### config.mk
export PLATFORM = sky130hd
export DESIGN_NAME = rep_combine_rx
export DESIGN_NICKNAME = d
export VERILOG_FILES = /design/src/rtl/rx_pkg.sv /design/src/rtl/rep_combine_rx_lane_acc.sv /design/src/rtl/rep_combine_rx.sv
export SDC_FILE = /design/constraint.sdc
export NUM_CORES = 1
export LEC_CHECK = 0
export ABC_AREA = 0
export CELL_PAD_IN_SITES_DETAIL_PLACEMENT = 0
export CELL_PAD_IN_SITES_GLOBAL_PLACEMENT = 2
export CORE_MARGIN = 2
export CORE_UTILIZATION = 33
export CTS_CLUSTER_SIZE = 40
export DETAILED_ROUTE_END_ITERATION = 10
export HOLD_SLACK_MARGIN = 0.06
export PLACE_DENSITY_LB_ADDON = 0.1
export SKIP_CTS_REPAIR_TIMING = 1
export SYNTH_ARGS = -nofsm -noshare
export SYNTH_HDL_FRONTEND = slang
export SYNTH_SLANG_ARGS = --single-unit
### constraint.sdc
create_clock -name clk -period 2.65 [get_ports clk]
set_input_delay 0.265 -clock clk [delete_from_list [all_inputs] [get_ports clk]]
set_output_delay 0.265 -clock clk [all_outputs]
set_load 0.01 [all_outputs]
### src/rtl/rx_pkg.sv
// Shared receiver/transmitter definitions: default sizes, clog2 and packed-bus lane slicing.
package rx_pkg;

  localparam int DEF_SYM_W   = 9;
  localparam int DEF_N_LANES = 7;
  localparam int DEF_REPS    = 3;
  localparam int MAX_BUS     = 1024;

  function automatic int clog2(input int v);
    int r;
    r = 0;
    while ((1 << r) < v) r++;
    return r;
  endfunction

  // Lane 'lane' of a bus packed as lane k at [k*w +: w]; w must be below 32.
  function automatic logic [31:0] lane_slice(input logic [MAX_BUS-1:0] bus,
                                             input int lane, input int w);
    logic [MAX_BUS-1:0] sh;
    sh = bus >> (lane * w);
    return sh[31:0] & ((32'd1 << w) - 32'd1);
  endfunction

endpackage

### src/rtl/rep_combine_rx_lane_acc.sv
// One lane of the repetition combiner: running sum plus decision/erasure on the
// sum that would result from accepting the current symbol.
module lane_acc
  import rx_pkg::*;
#(
  parameter int               SYM_W  = DEF_SYM_W,
  parameter int               ACC_W  = DEF_SYM_W + 2,
  parameter logic [ACC_W-1:0] TGT    = '0,
  parameter int               MARGIN = 0
) (
  input  logic             clk,
  input  logic             reset,
  input  logic             clr_i,
  input  logic             en_i,
  input  logic [SYM_W-1:0] sym_i,
  output logic             decide_o,
  output logic             erase_o
);

  logic [ACC_W-1:0]        acc_q, sum;
  logic signed [ACC_W:0]   diff;
  logic [ACC_W:0]          mag;

  assign sum  = acc_q + ACC_W'(sym_i);
  assign diff = $signed({1'b0, sum}) - $signed({1'b0, TGT});
  assign mag  = diff[ACC_W] ? $unsigned(-diff) : $unsigned(diff);

  // Ties decode to 1; MARGIN of 0 can never be undercut, so erasures vanish.
  assign decide_o = (sum >= TGT);
  assign erase_o  = (mag < (ACC_W+1)'(MARGIN));

  always_ff @(posedge clk) begin
    if (reset)      acc_q <= '0;
    else if (clr_i) acc_q <= '0;
    else if (en_i)  acc_q <= sum;
  end

endmodule

### src/rtl/rep_combine_rx.sv
// Repetition-combining receiver: sums REPS beats per lane, then slices against
// REPS*THRESH and flags near-threshold lanes as erasures.
module rep_combine_rx
  import rx_pkg::*;
#(
  parameter int N_LANES = DEF_N_LANES,
  parameter int SYM_W   = DEF_SYM_W,
  parameter int REPS    = DEF_REPS,
  parameter int THRESH  = 2 ** (SYM_W - 1),
  parameter int MARGIN  = 0
) (
  input  logic                     clk,
  input  logic                     reset,
  input  logic                     in_valid,
  output logic                     in_ready,
  input  logic [N_LANES*SYM_W-1:0] in_sym,
  output logic                     out_valid,
  input  logic                     out_ready,
  output logic [N_LANES-1:0]       out_data,
  output logic [N_LANES-1:0]       out_erase,
  output logic [15:0]              out_words
);

  localparam int               ACC_W = SYM_W + clog2(REPS + 1);
  localparam logic [ACC_W-1:0] TGT   = ACC_W'(REPS * THRESH);

  localparam logic [0:0] S_ACCUM  = 1'b0;
  localparam logic [0:0] S_OUTPUT = 1'b1;

  logic [0:0]                    state_q, state_d;
  logic [3:0]                    cnt_q, cnt_d;
  logic [N_LANES-1:0]            data_q, data_d, erase_q, erase_d;
  logic [15:0]                   words_q, words_d;
  logic [N_LANES-1:0][SYM_W-1:0] sym;
  logic [N_LANES-1:0]            lane_dec, lane_ers;
  logic                          accept, last;

  assign accept = in_valid && (state_q == S_ACCUM);
  assign last   = accept && (cnt_q == 4'(REPS - 1));

  for (genvar k = 0; k < N_LANES; k++) begin : gen_lane
    assign sym[k] = SYM_W'(lane_slice(MAX_BUS'(in_sym), k, SYM_W));

    lane_acc #(
      .SYM_W (SYM_W),
      .ACC_W (ACC_W),
      .TGT   (TGT),
      .MARGIN(MARGIN)
    ) u_lane (
      .clk     (clk),
      .reset   (reset),
      .clr_i   (last),
      .en_i    (accept),
      .sym_i   (sym[k]),
      .decide_o(lane_dec[k]),
      .erase_o (lane_ers[k])
    );
  end

  always_comb begin
    state_d = state_q;
    cnt_d   = cnt_q;
    data_d  = data_q;
    erase_d = erase_q;
    words_d = words_q;
    case (state_q)
      S_ACCUM: begin
        if (last) begin
          data_d  = lane_dec;
          erase_d = lane_ers;
          cnt_d   = '0;
          state_d = S_OUTPUT;
        end else if (accept) begin
          cnt_d = cnt_q + 4'd1;
        end
      end
      S_OUTPUT: begin
        if (out_ready) begin
          words_d = words_q + 16'd1;
          state_d = S_ACCUM;
        end
      end
      default: state_d = S_ACCUM;
    endcase
  end

  always_ff @(posedge clk) begin
    if (reset) begin
      state_q <= S_ACCUM;
      cnt_q   <= '0;
      data_q  <= '0;
      erase_q <= '0;
      words_q <= '0;
    end else begin
      state_q <= state_d;
      cnt_q   <= cnt_d;
      data_q  <= data_d;
      erase_q <= erase_d;
      words_q <= words_d;
    end
  end

  assign in_ready  = (state_q == S_ACCUM);
  assign out_valid = (state_q == S_OUTPUT);
  assign out_data  = data_q;
  assign out_erase = erase_q;
  assign out_words = words_q;

endmodule

==> metrics.cfg, run 1 <==
[pwr]
p_per_area_mw_per_mm2=534.6
power.total_uw=4676
ir_drop_mv=0.2553
leakage_uw=0.003627

[floorplanning]
dieArea_mm2=0.02298
start_util_pct=33.87
core_area_mm2=0.02122
die_h_um=151.6
fp.dieW_um=151.6
rows=53
io_pins=99

[synthesis]
yosysWarnings=0
synth_top_cell_by_area=dfxtp_1
synthCells=885
async_flop_share_pct=0
synth_top_cell_area_share_pct=29.24
syn_avg_cell_area_um2=8.122
synth-edff-count=0
synth-seq-cells=105
syn_area_mm2=0.007188
synth_common_cells=dfxtp_1, nor2_1, nand2_1
yosys-top-cells-area=dfxtp_1, ha_1, a21oi_1
synth_flop_cell=dfxtp_1
synth-seq-area-share_pct=29.24
yosysMostFrequentCell=dfxtp_1
yosysUniqueCellTypes=63

[cts]
cts_buffer_depth=2
clock_sinks=105
cts_buffers=9
cts_tree=built
clk_latency_ns=0.36
cts_max_level=3
clockRootBuffer=clkbuf_16
path_clk_slew_ns=0.08

[detailed_routing]
drtAntennaViolNets=0
wirelength_um=18030
wire_per_inst_um=14.44
firstDrtPassIters=4
vias_per_cell=5.187
drc=0
dr_total_vias=6478
drt_iter0_markers=167

[placed_design]
numPortBuffers=91
gp_congestion=0.8292
postPlaceCellArea_mm2=0.008459
dp_hpwl_um=12890

[grt]
grt_usage_pct=16.32
overflow=0
grt_pass1_wl_um=30160
grt_pass1_vias=6194
grt_max_degree=84
antenna_found_initial=0

[hold_path]
hold_class=reg -> reg

[cells_and_area]
fillers=2174
layout-drive-gt1-share_pct=6.879
syn_to_final_growth_pct=21.69
antenna_cells=0
final_area_mm2=0.008747
nets=1109
fin_util_pct=41.22

[sta]
fin_crit_ns=2.270
final-max-slew-violation-count=0
hold_viol=0
whs_ns=0.4560
max_slew_margin_pct=32.58
max_freq_mhz=440.6
fin_skew_ns=0.01111
tightestPinTransition_ns=1.011
setup_violations=0
grt_setup_unrepaired=false
fin_crit_sh_pct=85.65

[setup_path]
worstPathArrival_ns=2.54
critPathKind=in -> reg
cp_max_fo=3
cp-end-kind=flip-flop
critPathLaunchType=primary input
cp.required_ns=2.92

[job]
max_cap_viol_count=0

[run_status]
status=finished clean

[layer usage]
layer / track usage, % / part of all wire, % / wire (um) / vias to the layer above
met3: 1.976 / 3.6 / 641 / 21
met5: 0 / 0 / 0 / -
met1: 22.31 / 50 / 9077 / 2982
met4: 5.185 / 1.6 / 287 / 0
li1: - / - / - / 3362
met2: 26.83 / 45 / 8024 / 113
[worst paths after layout]
check                                   start                          end  slack (ns)  cells after the start
setup reg to reg  gen_lane[4].u_lane.acc_q[0]                  out_data[4]        0.40                      8
setup / recovery                   in_sym[36]                  out_data[4]        0.38                      9
hold reg to reg   gen_lane[4].u_lane.acc_q[3]  gen_lane[4].u_lane.acc_q[3]        0.46                      2
hold / removal    gen_lane[4].u_lane.acc_q[3]  gen_lane[4].u_lane.acc_q[3]        0.46                      2
[cell usage in the layout, fill, tap and decap left out, drive strengths merged, types with 4 or more instances in the layout]
cell           count
clkdlybuf4s50     91
nand3             25
a21oi             67
fa                 7
xnor2             22
dfxtp            105
o211ai            11
o2111ai            8
a311oi             6
o31a               6
clkbuf             9
conb               7
buf               26
nor2              86
nor2b              8
nor3              20
o21a              11
a21o              19
o21bai             7
nor4               6
ha                66
and3              14
mux2i             12
o21ai             48
nand4             11
inv               41
a211o              8
a211oi            29
xor2              25
or3               18
o31ai              7
a2111oi            4
and2              16
a31oi             14
nand2             83
[power by group]
part           leakage, uW  internal (uW)  switching (uW)
logic              0.00263            714             803
registers         0.000859           1720            89.9
clock network     0.000139            660             694
[kinds of logic (layout without fill, tap and decap cells)]
| group | Yosys count | in the layout | synth area share, % |
|---|---|---|---|
| flops | 105 | 105 | 29.24 |
| compound gates | 255 | 255 | 23.99 |
| mux | 12 | 12 | 1.671 |
| other cells | 1 | 7 | 0.05217 |
| fa+ha+maj | 73 | 73 | 13.44 |
| xor+xnor | 47 | 47 | 5.727 |
| simple gates | 305 | 305 | 20.59 |
| buf+inv | 87 | 170 | 5.291 |
[flip-flops by register name (all words and copies together), names as in the netlist]
name                   flops
out_data                   7
cnt_q                      4
out_words                 16
out_valid                  1
gen_lane.u_lane.acc_q     77
[area by class of cell]
cell class,count,area [um2],share of cell area [%]
flip-flops and latches,105,2102,24.03
inverters,37,138.9,1.588
multi-input cells,699,4743,54.23
repair buffers,117,1131,12.93
clock buffers,9,225.2,2.575
clock inverters,7,62.56,0.7152
well taps,275,344.1,3.934
[metrics by stage]
stage | cells | setup TNS [ns] | worst slack [ns]
3_5_place_dp | 1233 | -0.002621 | -0.002621
2_1_floorplan | 891 | 0 | 0.5522
3_3_place_gp | 1233 | 0 | 0.04524
6_report | 1249 | 0 | 0.3802
5_1_grt | 1249 | 0 | 0.2197
4_1_cts | 1249 | 0 | 0.3793
[critical path: stages]
cell             delay [ns]
clkdlybuf4s50_1        0.40
ha_1                   0.25
fa_1                   0.42
a21oi_1                0.27
o2111ai_1              0.22
a21oi_1                0.23
o22ai_2                0.11
xnor2_1                0.14
a311oi_1               0.25
(Power assumes the default switching activity.)
==> inputs of run 2 (changes only) <==
CAP_MARGIN = 25   (was default)
CORE_UTILIZATION = 34   (was 33)
CTS_BUF_LIST = sky130_fd_sc_hd__clkbuf_8   (was default)
GPL_TIMING_DRIVEN = 0   (was default)
==> metrics.cfg, run 2 (same netlist as run 1, synthesis figures left out) <==
[cts]
clk_latency_ns=0.41  ; was 0.36 ns
path_clk_slew_ns=0.11  ; was 0.08 ns
cts_buffer_depth=2  ; unchanged
clock_sinks=105  ; unchanged
cts_max_level=3  ; unchanged
cts_tree=built  ; unchanged
cts_buffers=9  ; unchanged
clockRootBuffer=clkbuf_8  ; was clkbuf_16

[setup_path]
critPathKind=reg -> reg  ; was in -> reg
r2r_setup_slack_ns=0.20  ; was 0.40 ns
path_buf_inv=2  ; was 1
reg2reg_to=gen_lane[3].u_lane.acc_q[2]  ; was out_data[4]
critical_path.top_delay_family=buffers and inverters  ; was compound AO/OA/AOI/OAI gates
cp.required_ns=2.95  ; was 2.92 ns
cp_max_fo=10  ; was 3
slowest_delay_ns=0.70  ; was 0.42 ns
reg2reg_from=out_valid  ; was gen_lane[4].u_lane.acc_q[0]
critPathLaunchType=flip-flop  ; was primary input
cp_common_cell=clkbuf_1  ; was a21oi_1
path_cells=nand2b_1, clkbuf_1, clkbuf_1, nor3_1, a21oi_1, nor2_1  ; was clkdlybuf4s50_1, ha_1, fa_1, a21oi_1, o2111ai_1, a21oi_1, o22ai_2, xnor2_1, a311oi_1
crit_slowest_cell=clkbuf_1  ; was fa_1
cp-end-kind=flip-flop  ; unchanged
ff2ff_path_depth=6  ; was 8
worstPathArrival_ns=2.74  ; was 2.54 ns

[detailed_routing]
vias_per_cell=5.178  ; was 5.187
dr_total_vias=6592  ; was 6478
drtAntennaViolNets=0  ; unchanged
firstDrtPassIters=4  ; unchanged
drc=0  ; unchanged
drt_iter0_markers=280  ; was 167
wirelength_um=21330  ; was 18030 um
wire_per_inst_um=16.75  ; was 14.44 um

[cells_and_area]
largest_register_ffs=77  ; unchanged
fin_util_pct=41.49  ; was 41.22%
final_common_cell=dfxtp_1  ; unchanged
antenna_cells=0  ; unchanged
nets=1133  ; was 1109
syn_to_final_growth_pct=20.57  ; was 21.69%
layout-drive-gt1-share_pct=6.112  ; was 6.879%
final_cell_mix=dfxtp_1, clkdlybuf4s50_1, nor2_1, nand2_1, a21oi_1  ; unchanged
largest-register=gen_lane.u_lane.acc_q  ; unchanged

[sta]
max_freq_mhz=408.4  ; was 440.6 MHz
hold_viol=0  ; unchanged
fin_skew_ns=0.007216  ; was 0.01111 ns
max_slew_margin_pct=35.30  ; was 32.58%
grt_setup_unrepaired=false  ; unchanged
tightestPinTransition_ns=0.9705  ; was 1.011 ns
final-max-slew-violation-count=0  ; unchanged
tns_ns=0  ; unchanged
fin_crit_sh_pct=92.39  ; was 85.65%
setup_violations=0  ; unchanged
fin_crit_ns=2.448  ; was 2.270 ns

[floorplanning]
fp.dieW_um=149.4  ; was 151.6 um
dieArea_mm2=0.02232  ; was 0.02298 mm2
start_util_pct=34.41  ; was 33.87%
die_h_um=149.4  ; was 151.6 um
io_pins=99  ; unchanged
rows=53  ; unchanged
core_area_mm2=0.02089  ; was 0.02122 mm2

[grt]
antenna_found_initial=0  ; unchanged
grt_pass1_wl_um=34290  ; was 30160 um
grt_pass1_vias=6308  ; was 6194
overflow=0  ; unchanged
grt_usage_pct=19.76  ; was 16.32%
grt_max_degree=19  ; was 84

[job]
max_cap_viol_count=0  ; unchanged

[run_status]
status=finished clean  ; unchanged

[placed_design]
gp_congestion=0.8195  ; was 0.8292
numPortBuffers=91  ; unchanged
dp_hpwl_um=15410  ; was 12890 um

[pwr]
p_per_area_mw_per_mm2=513.7  ; was 534.6 mW/mm2
ir_drop_mv=0.2765  ; was 0.2553 mV
leakage_uw=0.003569  ; was 0.003627 uW

[hold_path]
hold_class=reg -> reg  ; unchanged
hold_start=out_data[6]  ; was gen_lane[4].u_lane.acc_q[3]
hold_depth=2  ; unchanged
hold_path_end=out_data[6]  ; was gen_lane[4].u_lane.acc_q[3]

==> run 2: cell types whose count changed in the layout (fill, tap and decap cells not counted), moves of 3 or more <==
cell / delta
buf_1: +4
clkbuf_2: +3
clkbuf_1: +24
buf_2: +10
buf_4: -16
clkbuf_8: +9
clkinvlp_4: +3
clkbuf_16: -9
==> run 2: per-layer routing <==
metal,up-vias,routed length [um],global-route usage [%]
met1,3060,10620,27.71
met5,-,0,0
li1,3411,-,-
met2,103,9716,31.83
met3,18,766,3.670
met4,0,223,3.762
==> run 2: final cells by class <==
cell class              instances  area [um2]
inverters                      37       138.9
repair buffers                 91       910.9
plain buffers                  50       241.5
well taps                     275       344.1
clock inverters                 7       77.57
multi-input cells             699        4728
flip-flops and latches        105        2102
clock buffers                   9       123.9
fillers                      2233       12220
==> run 2: worst min-delay path: cells and delay by family (launching register included) <==
| family | cells | cell delay [ns] |
|---|---|---|
| flops | 1 | 0.33 |
| simple gates | 1 | 0.05 |
| compound gates | 1 | 0.05 |
==> run 2: through the flow <==
step | worst slack (ns) | cells | cell area (um2) | hold WS, ns | total power (uW)
after detailed placement | -0.1264 | 1257 | 8466 | 0.4476 | 3393
after CTS | 0.1301 | 1273 | 8667 | 0.4641 | 4504
after floorplan | 0.5522 | 891 | 7211 | 0.4355 | 2952
after global routing | 0.01878 | 1273 | 8667 | 0.4877 | 4773
after global placement | -0.1533 | 1257 | 8466 | 0.4438 | 3398
final | 0.2016 | 1273 | 8667 | 0.4560 | 4452
==> run 2: worst max-delay path by stage <==
stage	depth (start not counted)	end	start
6_report	6	gen_lane[3].u_lane.acc_q[2]	out_valid
5_1_grt	6	gen_lane[3].u_lane.acc_q[2]	out_valid
4_1_cts	5	gen_lane[6].u_lane.acc_q[6]	out_valid
3_5_place_dp	10	out_data[3]	in_sym[27]
3_3_place_gp	10	out_data[3]	in_sym[27]
2_1_floorplan	9	out_data[3]	gen_lane[3].u_lane.acc_q[0]
==> run 2: report_power, final <==
group	switching, uW	leakage, uW	internal, uW	total [uW]
sequential	82.7	0.000859	1720	1800
clock	653	0.0000885	444	1100
combinational	861	0.00262	696	1560
==> inputs of run 3 (changes only) <==
CELL_PAD_IN_SITES_DETAIL_PLACEMENT = 1   (was 0)
CELL_PAD_IN_SITES_GLOBAL_PLACEMENT = 1   (was 2)
CORE_MARGIN = default   (was 2)
CORE_UTILIZATION = 43   (was 34)
SLEW_MARGIN = 20   (was default)
==> metrics.cfg, run 3 (same netlist as run 1, synthesis figures left out) <==
[setup_path]
critPathKind=reg -> reg  ; unchanged
r2r_setup_slack_ns=0.18  ; was 0.20 ns
slowest_delay_ns=0.46  ; was 0.70 ns
cp.required_ns=2.96  ; was 2.95 ns
reg2reg_from=gen_lane[2].u_lane.acc_q[0]  ; was out_valid
cp_max_fo=3  ; was 10
path_cells=ha_1, fa_1, a211oi_2, o21ai_1, and4_1, a311oi_1, nand3_1, a211oi_1  ; was nand2b_1, clkbuf_1, clkbuf_1, nor3_1, a21oi_1, nor2_1
worstPathArrival_ns=2.79  ; was 2.74 ns
crit_slowest_cell=fa_1  ; was clkbuf_1
cp-end-kind=flip-flop  ; unchanged
critPathLaunchType=flip-flop  ; unchanged
startpoint=gen_lane[2].u_lane.acc_q[0]  ; was out_valid

[grt]
antenna_found_initial=1  ; was 0
grt_use_met2_pct=43.82  ; was 31.83%
grt_usage_pct=25.43  ; was 19.76%
met3_usage_pct=3.202  ; was 3.670%
grt_pass1_wl_um=35180  ; was 34290 um
busiest_layer=met2  ; unchanged
overflow=0  ; unchanged
met1_usage_pct=33.40  ; was 27.71%
grt_pass1_vias=6773  ; was 6308
grt_max_degree=20  ; was 19

[floorplanning]
core_area_mm2=0.01612  ; was 0.02089 mm2
start_util_pct=44.60  ; was 34.41%
dieArea_mm2=0.01724  ; was 0.02232 mm2
io_pins=99  ; unchanged
rows=46  ; was 53
die_h_um=131.3  ; was 149.4 um
fp.dieW_um=131.3  ; was 149.4 um

[hold_path]
hold_class=reg -> reg  ; unchanged
hold_start=gen_lane[5].u_lane.acc_q[3]  ; was out_data[6]

[cells_and_area]
syn_to_final_growth_pct=19.70  ; was 20.57%
layout-drive-gt1-share_pct=6.112  ; unchanged
largest-register=gen_lane.u_lane.acc_q  ; unchanged
final_common_cell=dfxtp_1  ; unchanged
final_cell_mix=dfxtp_1, clkdlybuf4s50_1, nor2_1, nand2_1, a21oi_1  ; unchanged
layout.cells.non_filler=1215  ; was 1273
nets=1133  ; unchanged
largest_register_ffs=77  ; unchanged

[sta]
setup_violations=0  ; unchanged
whs_ns=0.4661  ; was 0.4560 ns
fin_crit_sh_pct=93.38  ; was 92.39%
fin_ws_ns=0.1753  ; was 0.2016 ns
grt_setup_unrepaired=false  ; unchanged
tns_ns=0  ; unchanged
tightestPinTransition_ns=0.9763  ; was 0.9705 ns
hold_viol=0  ; unchanged
max_slew_margin_pct=34.91  ; was 35.30%
fin_skew_ns=0.01335  ; was 0.007216 ns
final-max-slew-violation-count=0  ; unchanged
max_freq_mhz=404.1  ; was 408.4 MHz
fin_crit_ns=2.475  ; was 2.448 ns

[pwr]
leakage_uw=0.003584  ; was 0.003569 uW
ir_drop_mv=0.2624  ; was 0.2765 mV
power.total_uw=4481  ; was 4452 uW
p_per_area_mw_per_mm2=520.7  ; was 513.7 mW/mm2

[detailed_routing]
dr_total_vias=6766  ; was 6592
firstDrtPassIters=4  ; unchanged
wire_per_inst_um=17.65  ; was 16.75 um
wirelength_um=21440  ; was 21330 um
drt_iter0_markers=371  ; was 280
vias_per_cell=5.569  ; was 5.178
drtAntennaViolNets=0  ; unchanged
drc=0  ; unchanged

[placed_design]
placedCellCount=1198  ; was 1257
dp_hpwl_um=15970  ; was 15410 um
dp_slack_ns=-0.1867  ; was -0.1264 ns
gp_congestion=0.8440  ; was 0.8195
numPortBuffers=91  ; unchanged

[cts]
cts_buffers=9  ; unchanged
clk_latency_ns=0.39  ; was 0.41 ns
clockRootBuffer=clkbuf_8  ; unchanged
cts_max_level=3  ; unchanged
clock_sinks=105  ; unchanged
cts_buffer_depth=2  ; unchanged
cts_tree=built  ; unchanged
path_clk_slew_ns=0.11  ; about the same

[run_status]
status=finished clean  ; unchanged

[job]
max_cap_viol_count=0  ; unchanged

run 3: cell count changes in the layout (fill, tap and decap cells not counted), sizes merged:
cell	change
inv	+1
clkinvlp	-3
diode	+1
clkinv	+2
run 3: layout make-up:
class,instances,area (um2)
antenna,1,2.502
buffer,50,241.5
clock buffer,9,123.9
clock inverter,7,86.33
fill,1974,7511
inverter,37,138.9
multi-input combinational,699,4728
sequential,105,2102
tap,216,270.3
timing repair buffer,91,910.9
run 3: report_power, final:
part | leakage (uW) | total (uW) | switching, uW | internal, uW
registers | 0.000859 | 1800 | 85.0 | 1720
logic | 0.00262 | 1580 | 881 | 699
clock network | 0.000104 | 1100 | 642 | 457
run 3: path summary, 6_finish.rpt:
| kind | to | depth (start not counted) |
|---|---|---|
| worst max-delay path | out_data[2] | 8 |
| worst min-delay path | gen_lane[5].u_lane.acc_q[3] | 2 |
| worst max register to register | out_data[2] | 8 |
| worst min register to register | gen_lane[5].u_lane.acc_q[3] | 2 |
run 3: stage by stage:
step	area, um2	utilization [%]
6_report	8605	53.39
5_1_grt	8605	53.39
4_1_cts	8602	53.38
3_5_place_dp	8392	52.07
3_3_place_gp	8392	52.07
2_1_floorplan	7211	-
run 3: critical path: cells and delay by family, from the launching register on:
family	cells	cell delay [ns]
fa+ha+maj	2	0.71
flops	1	0.33
simple gates	2	0.40
compound gates	4	0.96
run 3: layer usage:
| metal | routed length [um] | up-vias |
|---|---|---|
| met2 | 10410 | 105 |
| met5 | 0 | - |
| met1 | 10070 | 3246 |
| met4 | 203 | 0 |
| li1 | - | 3400 |
| met3 | 761 | 15 |
==> RTL edit 1, RTL diff (flow settings as in run 3) <==
Compare `cnt_q` against `4'(REPS - 1)` with >= in place of ==.
--- a/src/rtl/rep_combine_rx.sv
+++ b/src/rtl/rep_combine_rx.sv
@@ -36,7 +36,7 @@
   logic                          accept, last;
 
   assign accept = in_valid && (state_q == S_ACCUM);
-  assign last   = accept && (cnt_q == 4'(REPS - 1));
+  assign last   = accept && (cnt_q >= 4'(REPS - 1));
 
   for (genvar k = 0; k < N_LANES; k++) begin : gen_lane
     assign sym[k] = SYM_W'(lane_slice(MAX_BUS'(in_sym), k, SYM_W));
Formal check against the unedited RTL: same outputs for any inputs over 4 cycles, from zero or initial values and one cycle with reset high; that may be too few to reach the edited logic, so the function may still have changed.
==> RTL edit 1 against run 3 <==
- cell area shrank 3.6%
- wire length shrank 6.8%
- sequential cell count is the same
- highest routed layer unchanged
- setup slack lost 0.0053 ns
- total power grew 6.2%
- area after synthesis shrank 4.4%
- first-iteration DRC count shrank 23%
==> RTL edit 1: results (changes against run 3) <==
Place
  • Routability cong.: 0.883 (+4.6%)
  • Port Buffers: 91 (unchanged)
  • Final HPWL DP: 15.2 mm (-5.0%)
  • Area of placed instances: 8070 um^2 (-3.8%)

Layout
  • Largest register FFs: 77 (unchanged)
  • Biggest register: gen_lane.u_lane.acc_q
  • Nets@finish: 1104 (-2.6%)
  • Layout cells sized above 1: 0.0413 (-0.0198)
  • Ant. Diodes: 0 (-1)

Global routing
  • Global-route wire length before repair: 33.1 mm (-5.9%)
  • Initial antenna violation count: 0 (-1)
  • Largest net degree at the start of global routing: 19 (-5.0%)
  • Vias in the first global route: 6858 (+1.3%)
  • All-Layer GR Usage: 0.253 (-0.000860)

Critical path
  • CP Max Fanout: 4 (+1)
  • Critical Path AT: 2.82 ns (+0.03 ns)

Pwr
  • Switching Share: 0.373 (+0.0145)
  • Sequential cell power: 0.00187 W (+4%)
  • Worst IR Drop VDD: 0.275 mV (+5.0%)
  • P_comb: 0.00180 W (+14%)
  • Leakage: 3.42 nW (-4.6%)

Clocking
  • CTS root buffer: clkbuf_8
  • Reg clk slew, reported paths: 0.12 ns
  • H-tree depth: 3 (unchanged)
  • Worst skew pair latency: ~0.40 ns
  • Clk buf depth: 2 (unchanged)
  • Cts bufs inserted: 9 (unchanged)

Synth
  • Sequential share of the synthesized area: 0.306 (+0.0134)
  • Commonest cells in the synthesized netlist: nand2_1 (125), dfxtp_1 (105), a21oi_1 (84), ha_1 (66), nor2_1 (63)
  • Netlist cell types: 59 (-6.3%)
  • Area contributors post-synth: dfxtp_1 (31%), ha_1 (12%), nand2_1 (6.8%), a21oi_1 (6.1%), xor2_1 (4.7%)

STA
  • Clock skew: 0.0162 ns (+0.00284 ns)
  • Worst-margin pin slew: 0.854 ns (-0.122 ns)

Routing
  • Initial DRC Count: 285 (-23%)
  • DRT Wirelength: 20.0 mm (-6.8%)
  • Routed via count: 6487 (-4.1%)
  • Routed Antenna Nets: 0 (unchanged)
  • DR pass1 iterations: 4 (unchanged)

Outcome
  • Status: finished, final reports clean
[RTL edit 1: changes by cell type after synthesis, moves of 9 or more]
cell,change
nand2_1,+42
nor2_1,-23
a21oi_1,+17
o21ai_1,+17
and2_1,-12
xor2_1,+12
a31oi_1,-11
xnor2_1,+10
and3_1,-9
nand2b_1,+9
nor3_1,-9
or3_1,-9
[RTL edit 1: cell families (layout without fill, tap and decap cells)]
family / Yosys count / in the layout / synth area share
AND/OR/NAND/NOR: 286 / 286 / 0.192
AO/OA/AOI/OAI: 240 / 240 / 0.217
flip-flops: 105 / 105 / 0.306
adder cells (fa/ha/maj): 74 / 74 / 0.142
buffers and inverters: 73 / 181 / 0.0440
XOR/XNOR: 69 / 69 / 0.0879
multiplexers: 7 / 7 / 0.0102
other: 1 / 7 / 0.000546
[RTL edit 1: worst max-delay path, stage by stage (launching register included)]
cell     delay, ns
dfxtp_1       0.35
ha_1          0.16
inv_1         0.06
fa_1          0.39
nor2b_1       0.17
o21a_1        0.15
o21ai_1       0.12
a21oi_1       0.37
a21oi_1       0.15
or3_1         0.36
a21oi_1       0.14
[RTL edit 1: final cells by class]
type / count / area [um^2]
fillers: 1918 / 7130
clock buffers: 9 / 124
clock inverters: 7 / 77.6
multi-input cells: 683 / 4500
flip-flops and latches: 105 / 2100
repair buffers: 93 / 926
inverters: 30 / 113
well taps: 211 / 264
plain buffers: 42 / 191
[RTL edit 1: worst paths after layout]
| path | startpoint | end | slack, ns | depth (start not counted) |
|---|---|---|---|---|
| max | gen_lane[3].u_lane.acc_q[0] | gen_lane[3].u_lane.acc_q[10] | 0.17 | 10 |
| min reg2reg | gen_lane[2].u_lane.acc_q[7] | gen_lane[2].u_lane.acc_q[7] | 0.46 | 2 |
| min | gen_lane[2].u_lane.acc_q[7] | gen_lane[2].u_lane.acc_q[7] | 0.46 | 2 |
| max reg2reg | gen_lane[3].u_lane.acc_q[0] | gen_lane[3].u_lane.acc_q[10] | 0.17 | 10 |
[RTL edit 1: layer usage]
metal / track usage / vias up / share of wire
met1: 0.309 / 3129 / 0.45
met3: 0.0283 / 31 / 0.033
met4: 0.101 / 0 / 0.026
li1: - / 3212 / -
met5: 0 / - / 0
met2: 0.455 / 115 / 0.49
[RTL edit 1: stage by stage]
stage | instances | setup slack (ns) | utilization | total power [W]
after CTS | 1179 | -0.222 | 0.536 | 0.00477
after floorplan | 861 | 0.486 | - | 0.00314
after global placement | 1163 | -0.460 | 0.523 | 0.00357
after global routing | 1180 | 0.0176 | 0.538 | 0.00508
after detailed placement | 1163 | -0.558 | 0.523 | 0.00368
final | 1180 | 0.170 | 0.538 | 0.00476
==> RTL edit 2, RTL diff (flow settings as in run 3) <==
Without the edit above. The package constant `DEF_N_LANES` goes from 7 to 9.
--- a/src/rtl/rx_pkg.sv
+++ b/src/rtl/rx_pkg.sv
@@ -2,7 +2,7 @@
 package rx_pkg;
 
   localparam int DEF_SYM_W   = 9;
-  localparam int DEF_N_LANES = 7;
+  localparam int DEF_N_LANES = 9;
   localparam int DEF_REPS    = 3;
   localparam int MAX_BUS     = 1024;
 
Interface: changed (resized in_sym, out_data and out_erase); port bits go from 99 to 121. The function was not compared with the original's and may differ.
==> RTL edit 2 against run 3 <==
- worst hold slack worse by 0.0094 ns
- highest routed layer unchanged
- global-route usage rose by 0.85 points
- largest cell class unchanged
- setup slack worse by 0.022 ns
- die area grew 16%
- total power rose by 29%
- cell area rose by 19%
- non-clock buffer count increased by 15
- synthesized cell count is 18% higher
- critical path depth rose by 2
- sequential cell count is 24 higher
- wire length up 19%
- combinational power rose by 20%
- area after synthesis is 17% higher
- fmax shrank 0.88%
==> RTL edit 2: results (changes against run 3) <==
Outcome
  • Status: finished, final reports clean

Global routing
  • Vias in the first global route: 8221 (+21%)
  • Initial antenna violation count: 0 (-1)
  • Largest net degree at the start of global routing: 17 (-15%)
  • Global-route wire length before repair: 40.8 mm (+16%)
  • Met1 usage: 0.317 (-0.0166)
  • All-Layer GR Usage: 0.263 (+0.00855)
  • M2 GR Usage: 0.473 (+0.0344)
  • Met3 Resource Use GR: 0.0489 (+0.0169)

Clocking
  • CTS root buffer: clkbuf_8
  • H-tree depth: 4 (+1)
  • Clk buf depth: 2 (unchanged)
  • Worst skew pair latency: 0.45 ns (+0.06 ns)
  • Reg clk slew, reported paths: 0.08 ns (-0.03 ns)
  • Cts bufs inserted: 17 (+8)

Place
  • Routability cong.: 0.848 (+0.49%)
  • Final HPWL DP: 19.2 mm (+20%)
  • Port Buffers: 110 (+21%)
  • Pre-CTS setup slack: -0.376 ns (-0.189 ns)
  • Area of placed instances: 9830 um^2 (+17%)

Synth
  • Commonest cells in the synthesized netlist: dfxtp_1 (129), nand2_1 (122), nor2_1 (106), a21oi_1 (102), ha_1 (84)
  • Area contributors post-synth: dfxtp_1 (31%), ha_1 (13%), a21oi_1 (6.1%), nand2_1 (5.5%), nor2_1 (4.7%)
  • Sequential share of the synthesized area: 0.308 (+0.0159)
  • Share of flip-flops with an asynchronous set or reset: 0 (unchanged)
  • Netlist cell types: 53 (-16%)
  • Syn. warnings: 0 (unchanged)

STA
  • Clock skew: 0.0129 ns (-0.000417 ns)
  • Worst-margin pin slew: 0.953 ns (-0.0234 ns)

Pwr
  • Leakage: 4.23 nW (+18%)
  • Worst IR Drop VDD: 0.326 mV (+24%)

Critical path
  • CP peak stage delay: 0.38 ns (-0.08 ns)
  • Critical Path AT: 2.84 ns (+0.05 ns)
  • CP Max Fanout: 4 (+1)
  • Slowest cell on crit path: fa_1

Routing
  • Routed via count: 8068 (+19%)
  • Initial DRC Count: 246 (-34%)
  • DRT Wirelength: 25.5 mm (+19%)
  • DR pass1 iterations: 5 (+1)

Hold path
  • Worst min path class: reg2reg

Layout
  • Design Area, Final: 10200 um^2 (+19%)
  • Biggest register: gen_lane.u_lane.acc_q
  • Layout cells sized above 1: 0.0443 (-0.0168)
  • # fillers: 2404 (+22%)
  • Largest register FFs: 99 (+29%)
  • Ant. Diodes: 0 (-1)
  • Nets@finish: 1362 (+20%)
==> RTL edit 2: changes by cell type after synthesis, sizes merged, moves of 9 or more <==
cell	before	now
nand2	83	123
dfxtp	105	129
a31oi	14	2
nor2	86	106
xor2	25	35
ha	66	84
nand4	11	2
buf	23	12
nand3	25	35
xnor2	22	32
nand2b	1	28
and2	16	6
a21oi	67	103
==> RTL edit 2: per-stage QoR <==
stage               setup TNS (ns)  std cells
floorplan                        0       1055
global placement            -23.27       1425
detailed placement          -23.88       1425
CTS                              0       1456
global route               -0.0226       1456
finish                           0       1456
==> RTL edit 2: worst max-delay path, delay by kind of cell, from the launching register on <==
kind	cells	cell delay, ns
and+or+nand+nor	3	0.65
AOI/OAI and AO/OA	3	0.62
adders and majority gates	2	0.60
DFF	1	0.34
muxes	1	0.11
buffers and inverters	1	0.06
==> RTL edit 2: cell families after synthesis <==
group	synth area share
fa+ha+maj	0.147
mux	0.00717
xor+xnor	0.0701
compound gates	0.225
simple gates	0.198
buf+inv	0.0439
flops	0.308
other cells	0.000448
==> RTL edit 2: final cells by class <==
| cell class | count | share of cell area |
|---|---|---|
| buffer | 46 | 0.0210 |
| multi-input combinational | 837 | 0.535 |
| timing repair buffer | 110 | 0.108 |
| sequential | 129 | 0.252 |
| clock inverter | 13 | 0.0121 |
| inverter | 43 | 0.0158 |
| clock buffer | 18 | 0.0242 |
| tap | 260 | 0.0318 |
==> RTL edit 2: power by group <==
| group | total [W] | internal (W) | switching (W) |
|---|---|---|---|
| combinational | 0.00189 | 0.000847 | 0.00104 |
| clock | 0.00166 | 0.000840 | 0.000823 |
| sequential | 0.00225 | 0.00212 | 0.000122 |
| total | 0.00580 | 0.00381 | 0.00199 |
==> RTL edit 2: path summary, 6_finish.rpt <==
check	start	to	slack, ns	depth (start not counted)
worst max-delay path	gen_lane[4].u_lane.acc_q[0]	out_data[4]	0.15	10
worst min-delay path	gen_lane[7].u_lane.acc_q[4]	gen_lane[7].u_lane.acc_q[4]	0.46	2
worst max register to register	gen_lane[4].u_lane.acc_q[0]	out_data[4]	0.15	10
worst min register to register	gen_lane[7].u_lane.acc_q[4]	gen_lane[7].u_lane.acc_q[4]	0.46	2
==> RTL edit 2: metal layers <==
| metal | vias to the layer above | share of wire |
|---|---|---|
| met4 | 0 | 0.021 |
| li1 | 3969 | - |
| met3 | 46 | 0.048 |
| met5 | - | 0 |
| met1 | 3883 | 0.44 |
| met2 | 170 | 0.49 |
